### src/rtl/uart_pkg.sv
// Shared types and constants for the UART transmit serializer.
// UART_TX_PARITY_EN adds the PARITY state to the FSM encoding.
package uart_pkg;

    localparam int DATA_BITS = 8;
    localparam int STOP_BITS = 1;

    typedef enum logic [2:0] {
        ST_IDLE,
        ST_START,
        ST_DATA,
`ifdef UART_TX_PARITY_EN
        ST_PARITY,
`endif
        ST_STOP
    } state_t;

    // Rounded clock cycles per bit.
    function automatic int calc_baud_div(input int clk_hz, input int baud);
        return (clk_hz + baud / 2) / baud;
    endfunction

endpackage

### src/rtl/uart_tx_serializer_if.sv
// Byte handshake between the send-sequencing stage and the serializer.
interface uart_tx_serializer_if;

    logic [7:0] tx_data;
    logic       tx_valid;
    logic       tx_ready;

    modport master (output tx_data, output tx_valid, input tx_ready);
    modport slave  (input tx_data, input tx_valid, output tx_ready);

endinterface

### src/rtl/uart_baud_counter.sv
// Bit-period timer: counts 0..BAUD_DIV-1 while enabled, ticks on the last count.
module uart_baud_counter #(
    parameter int BAUD_DIV = 10
) (
    input  logic clk,
    input  logic rst,
    input  logic clear,
    input  logic enable,
    output logic bit_tick
);

    localparam int CW = $clog2(BAUD_DIV);
    localparam logic [CW-1:0] TC = CW'(BAUD_DIV - 1);

    logic [CW-1:0] cnt;

    always_ff @(posedge clk or posedge rst) begin
        if (rst) begin
            cnt <= '0;
        end else if (clear || !enable || cnt == TC) begin
            cnt <= '0;
        end else begin
            cnt <= cnt + 1'b1;
        end
    end

    assign bit_tick = enable && (cnt == TC);

endmodule

### src/rtl/uart_tx_serializer.sv
// UART transmit back end: byte FIFO feeding an 8N1 serializer with a per-frame done pulse.
// Define UART_TX_PARITY_EN to insert an even-parity bit before the stop bit.
module uart_tx_serializer
    import uart_pkg::*;
#(
    parameter int CLK_HZ     = 100_000_000,
    parameter int BAUD       = 9600,
    parameter int FIFO_DEPTH = 4
) (
    input  logic                 clk,
    input  logic                 rst,
    uart_tx_serializer_if.slave  s_if,
    output logic                 tx,
    output logic                 busy,
    output logic                 data_ready
);

    localparam int BAUD_DIV = calc_baud_div(CLK_HZ, BAUD);
    localparam int AW       = $clog2(FIFO_DEPTH);
    localparam logic [AW:0] FULL = (AW + 1)'(FIFO_DEPTH);
    localparam logic [2:0]  LAST_BIT = 3'(DATA_BITS - 1);

    logic [7:0]    mem [FIFO_DEPTH];
    logic [AW-1:0] wr_ptr;
    logic [AW-1:0] rd_ptr;
    logic [AW:0]   count;
    logic [AW:0]   count_next;

    state_t     state;
    logic [7:0] shift;
    logic [2:0] bit_idx;
    logic       bit_tick;
    logic       push;
    logic       pop;
    logic       empty;
`ifdef UART_TX_PARITY_EN
    logic       par_bit;
`endif

    assign empty = (count == '0);
    assign push  = s_if.tx_valid && s_if.tx_ready;
    // Pop either from idle or at the stop-bit boundary so frames run back to back.
    assign pop   = !empty && ((state == ST_IDLE) || (state == ST_STOP && bit_tick));
    assign busy  = (state != ST_IDLE) || !empty;

    always_comb begin
        count_next = count;
        if (push && !pop) begin
            count_next = count + 1'b1;
        end else if (pop && !push) begin
            count_next = count - 1'b1;
        end
    end

    always_ff @(posedge clk or posedge rst) begin
        if (rst) begin
            wr_ptr        <= '0;
            rd_ptr        <= '0;
            count         <= '0;
            s_if.tx_ready <= 1'b0;
        end else begin
            if (push) wr_ptr <= wr_ptr + 1'b1;
            if (pop)  rd_ptr <= rd_ptr + 1'b1;
            count         <= count_next;
            s_if.tx_ready <= (count_next != FULL);
        end
    end

    always_ff @(posedge clk) begin
        if (push) mem[wr_ptr] <= s_if.tx_data;
    end

    uart_baud_counter #(.BAUD_DIV(BAUD_DIV)) u_baud (
        .clk      (clk),
        .rst      (rst),
        .clear    (pop),
        .enable   (state != ST_IDLE),
        .bit_tick (bit_tick)
    );

    always_ff @(posedge clk or posedge rst) begin
        if (rst) begin
            state      <= ST_IDLE;
            shift      <= '0;
            bit_idx    <= '0;
            tx         <= 1'b1;
            data_ready <= 1'b0;
`ifdef UART_TX_PARITY_EN
            par_bit    <= 1'b0;
`endif
        end else begin
            data_ready <= 1'b0;
            case (state)
                ST_IDLE: begin
                    tx <= 1'b1;
                    if (pop) begin
                        shift   <= mem[rd_ptr];
                        bit_idx <= '0;
`ifdef UART_TX_PARITY_EN
                        par_bit <= ^mem[rd_ptr];
`endif
                        state   <= ST_START;
                    end
                end
                ST_START: begin
                    tx <= 1'b0;
                    if (bit_tick) state <= ST_DATA;
                end
                ST_DATA: begin
                    tx <= shift[0];
                    if (bit_tick) begin
                        shift   <= shift >> 1;
                        bit_idx <= bit_idx + 1'b1;
                        if (bit_idx == LAST_BIT) begin
`ifdef UART_TX_PARITY_EN
                            state <= ST_PARITY;
`else
                            state <= ST_STOP;
`endif
                        end
                    end
                end
`ifdef UART_TX_PARITY_EN
                ST_PARITY: begin
                    tx <= par_bit;
                    if (bit_tick) state <= ST_STOP;
                end
`endif
                ST_STOP: begin
                    tx <= 1'b1;
                    if (bit_tick) begin
                        data_ready <= 1'b1;
                        if (pop) begin
                            shift   <= mem[rd_ptr];
                            bit_idx <= '0;
`ifdef UART_TX_PARITY_EN
                            par_bit <= ^mem[rd_ptr];
`endif
                            state   <= ST_START;
                        end else begin
                            state <= ST_IDLE;
                        end
                    end
                end
                default: state <= ST_IDLE;
            endcase
        end
    end

endmodule

### src/flat_wrapper.sv
// flat-port wrapper written by rule: the top's interface ports become plain ports
module uart_tx_serializer_flat import uart_pkg::*;
#(
    parameter int CLK_HZ     = 100_000_000,
    parameter int BAUD       = 9600,
    parameter int FIFO_DEPTH = 4
)
  (clk, rst, tx, busy, data_ready, s_if_tx_data, s_if_tx_valid, s_if_tx_ready);
  uart_tx_serializer_if s_if_i ();
  input  logic clk;
  input  logic rst;
  output logic tx;
  output logic busy;
  output logic data_ready;
  input wire logic [$bits(s_if_i.tx_data)-1:0] s_if_tx_data;
  input wire logic [$bits(s_if_i.tx_valid)-1:0] s_if_tx_valid;
  output wire logic [$bits(s_if_i.tx_ready)-1:0] s_if_tx_ready;
  assign s_if_i.tx_data = s_if_tx_data;
  assign s_if_i.tx_valid = s_if_tx_valid;
  assign s_if_tx_ready = s_if_i.tx_ready;
  uart_tx_serializer #(.CLK_HZ(CLK_HZ), .BAUD(BAUD), .FIFO_DEPTH(FIFO_DEPTH)) u_core (.clk(clk), .rst(rst), .s_if(s_if_i), .tx(tx), .busy(busy), .data_ready(data_ready));
endmodule
### config.mk
export PLATFORM = sky130hd
export DESIGN_NAME = uart_tx_serializer_flat
export DESIGN_NICKNAME = d
export VERILOG_FILES = /design/src/rtl/uart_pkg.sv /design/src/rtl/uart_tx_serializer_if.sv /design/src/rtl/uart_baud_counter.sv /design/src/rtl/uart_tx_serializer.sv /design/src/flat_wrapper.sv
export SDC_FILE = /design/constraint.sdc
export NUM_CORES = 1
export LEC_CHECK = 0
export ABC_CLOCK_PERIOD_IN_PS = 2700
export CORE_ASPECT_RATIO = 2
export CORE_MARGIN = 1
export CORE_UTILIZATION = 60
export DETAILED_ROUTE_END_ITERATION = 12
export GPL_ROUTABILITY_DRIVEN = 0
export PLACE_DENSITY = 0.84
export SLEW_MARGIN = 0
export SYNTH_ARGS = -nofsm -noshare
export SYNTH_HDL_FRONTEND = slang
export SYNTH_SLANG_ARGS = --single-unit
### constraint.sdc
create_clock -name clk -period 2.7 [get_ports clk]
set_input_delay 0.54 -clock clk [delete_from_list [all_inputs] [get_ports clk]]
set_output_delay 0.54 -clock clk [all_outputs]
set_load 0.01 [all_outputs]
# Word level (Yosys, flattened, before mapping)
# Memories as Yosys holds them, arrays and structs flattened.
# Cells that the tools add are included.
# W data, S select, Z words.
# totals
reg_bits,38
ram_bits,32
inputBits,11
out_inout_bits,4
wordCells,73
n_memories,1
# classes
add_sub_neg,6
n_eq_ne,11
muxes,23
reduce_logical,22
# mem_list
memory,words,width,rd,rd_clocked_by_memory_dff,write_ports,line,source
u_core.mem,4,8,1,0,1,uart_tx_serializer.sv:23,logic [7:0] mem [FIFO_DEPTH];
# op_table
op,count
$mux W3,10
$mux W8,3
$pmux W8 S3,1
$add A14 B1 Y14 const B,1
$eq A14 B14 Y1 const B,1
$mux W14,1
$pmux W3 S4,1
$ne A2 B1 Y1 const B,5
$pmux W3 S3,1
$reduce_bool A3 Y1,3
$add A3 B1 Y3 const B,2
$eq A3 B2 Y1 const B,2
$logic_and A1 B1 Y1,6
$logic_not A3 Y1,2
$mux W1,5
$reduce_and A5 Y1,1
$add A2 B1 Y2 const B,2
$logic_not A1 Y1,4
$logic_or A1 B1 Y1,4
$eq A3 B1 Y1 const B,1
$eq A3 B3 Y1 const B,1
$ne A3 B3 Y1 const B,1
$pmux W1 S3,1
$reduce_and A3 Y1,1
other kinds (2),2

# Longest topological paths before layout
# logic_depth
ltp_word,9
mapped_depth,8
mapped_depth_nobuf,7

# Cells and area by module
# From an unflattened synthesis, not the netlist that was laid out.
# unflattened
cells_unflattened,248
area_unflattened_um2,3224.3
# by_module_without_submodules
mod,instances,cells_per_inst,area_per_inst_um2,seq_area_each_um2
uart_tx_serializer,1,171,2471.1,1537.7
uart_baud_counter,1,77,753.2,350.3

# Worst setup path before layout
# No wires, ideal clock.
# synth_path
kind,flip-flop to flip-flop
startpoint,register u_core.u_baud.cnt[0]
endpoint,register u_core.s_if.tx_ready
setup_ps,143
t_arrival_ps,1762
required_time_ps,2557
setup_slack_ps,795
stages_incl_launch_ff,9
path_buffers,1
period_less_slack_ps,1905
cell_sequence,dfrtp_1 -> inv_1 -> ha_1 -> and4bb_1 -> and4_1 -> buf_6 -> or2_4 -> a2111oi_4 -> o221ai_1
# synth_between
elab_chain_cells,9
word_cells_on_any_way,11
cone_classes,eq/ne: 2; mux: 2; reduce/logical: 7
# synth_rtl
item,line,source
"start, declared",uart_baud_counter.sv:15,logic [CW-1:0] cnt;
"start signal, assigned",uart_baud_counter.sv:23,cnt <= cnt + 1'b1;
$eq A14 B14 Y1 (*),uart_baud_counter.sv:27,assign bit_tick = enable && (cnt == TC);
$logic_and A1 B1 Y1 (*),uart_baud_counter.sv:27,
$logic_and A1 B1 Y1 (*),uart_tx_serializer.sv:43,assign pop = !empty && ((state == ST_IDLE) || (state == ST_STOP && bit_tick));
$logic_or A1 B1 Y1 (*),uart_tx_serializer.sv:43,
$logic_and A1 B1 Y1 (*),uart_tx_serializer.sv:43,
$logic_and A1 B1 Y1 / $logic_not A1 Y1 (equally long branches),"uart_tx_serializer.sv:50, uart_tx_serializer.sv:48",
$mux W3 / $logic_and A1 B1 Y1 (equally long branches),"uart_tx_serializer.sv:50, uart_tx_serializer.sv:48",
$mux W3 (*),uart_tx_serializer.sv:48,if (push && !pop) begin
$ne A3 B3 Y1 (*),uart_tx_serializer.sv:65,s_if.tx_ready <= (count_next != FULL);
"end signal, assigned",uart_tx_serializer.sv:65,
"end, declared",uart_tx_serializer_if.sv:9,"modport slave (input tx_data, input tx_valid, output tx_ready);"
# Mark *: on every way between the ends. The rest lies on a longest branch, timed or not.
# A chain may end at the register's enable or synchronous reset.

# Worst setup path in the final report
# layout_path
startpoint,register u_core.count[0]
endpoint,output busy
# layout_between
elab_chain_cells,3
# layout_rtl
item,line,source
"start, declared",uart_tx_serializer.sv:26,logic [AW:0] count;
"start signal, assigned",uart_tx_serializer.sv:64,count <= count_next;
$logic_not A3 Y1,uart_tx_serializer.sv:40,assign empty = (count == '0);
$logic_not A1 Y1,uart_tx_serializer.sv:44,assign busy = (state != ST_IDLE) || !empty;
$logic_or A1 B1 Y1,uart_tx_serializer.sv:44,
"end, declared",flat_wrapper.sv:13,output logic busy;
# No other way between the ends.

==> summary.txt <==
Timing
  • Clock Skew: 0.003803 ns
  • Setup TNS: 0 ns
  • RSZ-0062 raised after global routing: false
  • Worst slew pin tran: 0.5815 ns
  • Achievable Freq: 407.5 MHz
  • Hold Vio Cnt, Final: 0
  • Slack of the critical path: 0.2461 ns
  • Relative slew margins: 61.24%
  • Final setup viols: 0
  • Max-slew violations: 0
  • Period utilization: 90.89%
  • Hold Worst Slack: 0.5110 ns
  • Tmin final: 2.454 ns

Setup path
  • Crit path DAT: 1.91 ns
  • CP endpoint: busy
  • CP cell instances: inv_1, ha_1, nor2b_1, nand2_1, clkdlybuf4s50_1
  • Crit path max fanout: 4
  • R2R Path Start: u_core.state[1]
  • Slowest library cell on the worst path: clkdlybuf4s50_1
  • Crit-path max cell delay: 0.48 ns
  • Worst r2r dst: u_core.count[1]
  • Type of origin of the critical path: flip-flop
  • R2R cell count: 6
  • Crit path from: u_core.count[0]
  • Reg2reg setup slack: 0.60 ns
  • Crit end category: output port
  • Crit path kind: reg2out
  • Worst EP required: 2.16 ns

Placed design
  • DP HPWL: 4011 um
  • Port Buffers: 14
  • DP Worst Slack: 0.4584 ns
  • Inst Count DP: 340

Synthesis
  • Synth Warn #: 0
  • Synthesized instance count: 271
  • Synth area leaders: edfxtp_1, dfrtp_1, ha_1
  • Yosys top cell area share: 28.64%
  • Post-synth ARST share: 53.62%
  • Seq cells post-synth: 69
  • Top cells by count, synth: dfrtp_1, nand2_1, edfxtp_1, nor2_1, inv_1
  • Post-Syn Nets: 297
  • Prevailing post-synth register cell: dfrtp_1
  • Sequential fraction of the synthesis area: 56.26%
  • Count of cell types in the netlist: 49
  • Synth Cell Area: 3356 um^2
  • Count leader, synth: dfrtp_1
  • EDFF count, synth: 32
  • Area leader, netlist: edfxtp_1
  • Syn Area/Cell: 12.38 um^2

GRT
  • GRT Overall Usage: 23.55%
  • Pin count of the biggest net entering global routing: 38
  • Vias in the first global route: 2102
  • Global route overflow: 0
  • Antenna violations before repair: 0
  • Wire length of the first global-routing pass: 9535 um

Pwr
  • Overall Power: 0.002573 W
  • Leakage: 1.543 nW
  • VDD IR max: 543.9 uV
  • Pwr per Cell Area: 686.2 nW/um^2

Clocking
  • Hold-fix buffers, CTS: 0
  • H-tree depth: 3
  • CTS tree: built
  • CTS resizes: 0
  • CTS Buf Count: 9
  • Post-CTS Setup Inserts: 0
  • Worst-case clock buffer depth: 2
  • CTS Sinks: 69
  • Reg clk slew, reported paths: 0.07 ns
  • Clk Latency, worst-skew pair: 0.34 ns
  • Root buffer cell: clkbuf_8

Drt
  • DRC: 0
  • Final ANT Viol Nets: 0
  • DRT Wirelength: 5683 um
  • Via count: 2077
  • Per-cell routed wire length: 15.96 um
  • 1st-iter DRT viols: 34
  • Drt first pass iters: 4
  • Vias per cell: 5.834

Floorplan
  • Total core area: 5420 um^2
  • Die X: 54.88 um
  • Die Area: 5914 um^2
  • Initial Util: 61.91%
  • Die Ht: 107.8 um
  • Num rows: 38
  • I/O pins: 15

Cells and area
  • Net count, final: 317
  • Post-Layout Cell Count: 356
  • # diodes: 0
  • Share of cells above drive strength 1: 13.51%
  • P&R area growth vs syn: 11.75%

Min path
  • Hold Crit Depth: 1
  • Worst min path class: reg2reg

Flow run
  • Max Cap Violations: 0

Run status
  • Status: completed
-- cell families (layout without fill, tap and decap cells) --
family / count (synthesis) / after routing / synth area share [%]
DFF: 69 / 69 / 56.26
xor gates and xnor gates: 15 / 15 / 3.915
buffers and inverters: 27 / 52 / 3.504
adders and majority gates: 15 / 15 / 5.593
muxes: 21 / 21 / 10.33
and+or+nand+nor: 99 / 99 / 15.10
AOI/OAI and AO/OA: 25 / 25 / 5.295
-- flip-flops by register name, summed over array words and instances (netlist names) --
register              cells
u_core.shift              8
u_core.mem               32
u_core.wr_ptr             2
u_core.state              2
u_core.bit_idx            3
u_core.rd_ptr             2
u_core.data_ready         1
u_core.tx                 1
u_core.s_if.tx_ready      1
u_core.u_baud.cnt        14
u_core.count              3
-- cell usage in the layout (no fill, tap or decap), types with 2 or more instances in the layout --
cell type	count
edfxtp_1	32
nor2_1	21
mux4_2	8
nor3_1	6
xnor2_1	10
and3_1	4
clkdlybuf4s50_1	14
nand4_1	3
a21oi_1	4
or3_1	4
o21a_1	2
mux2i_1	5
clkbuf_8	9
o21ai_1	2
nand3_1	6
nand2b_1	2
nand2_1	35
dfrtp_1	36
inv_1	18
and2_1	3
buf_4	4
xor2_1	5
a211oi_1	2
mux2_4	7
a31oi_1	2
inv_6	2
clkinvlp_4	2
ha_1	15
nor3b_1	2
o21ai_0	6
and4_1	2
-- per-layer routing --
metal | wire (um) | global-route usage (%) | vias to the layer above | share of wire, %
met3 | 167 | 5.226 | 23 | 2.9
met5 | 0 | 0 | - | 0
met4 | 218 | 15.02 | 0 | 3.8
met1 | 2235 | 27.08 | 1008 | 39
li1 | - | - | 1003 | -
met2 | 3061 | 37.44 | 43 | 54
-- layout make-up --
class,count,area [um^2]
clock inverter,6,71.32
inverter,18,67.56
timing repair buffer,18,170.2
fill,408,1670
sequential,69,1888
multi-input combinational,175,1350
clock buffer,10,127.6
tap,60,75.07
-- how the worst min path moves through the flow --
stage,startpoint,endpoint,slack (ns)
after detailed placement,u_core.shift[4],u_core.shift[4],0.50
final,u_core.count[0],u_core.count[0],0.51
after global routing,u_core.count[0],u_core.count[0],0.54
after floorplan,u_core.count[0],u_core.count[0],0.47
after global placement,u_core.count[0],u_core.count[0],0.49
after CTS,u_core.count[0],u_core.count[0],0.52
-- metrics by stage --
stage,instance area [um^2],util (%)
after detailed placement,3551,65.51
after global placement,3551,65.51
after CTS,3750,69.18
final,3750,69.18
after global routing,3750,69.18
after floorplan,3356,-
-- worst max-delay path, delay by kind of cell, from the launching register on --
kind,cells,cell delay [ns]
flip-flops,1,0.41
AND/OR/NAND/NOR,2,0.34
buffers and inverters,2,0.61
adder cells (fa/ha/maj),1,0.22
-- where the power goes --
part	switching [W]	internal (W)
sequential	0.0000523	0.00124
combinational	0.000256	0.000185
clock	0.000403	0.000434
total	0.000711	0.00186
(Power assumes the default switching activity.)
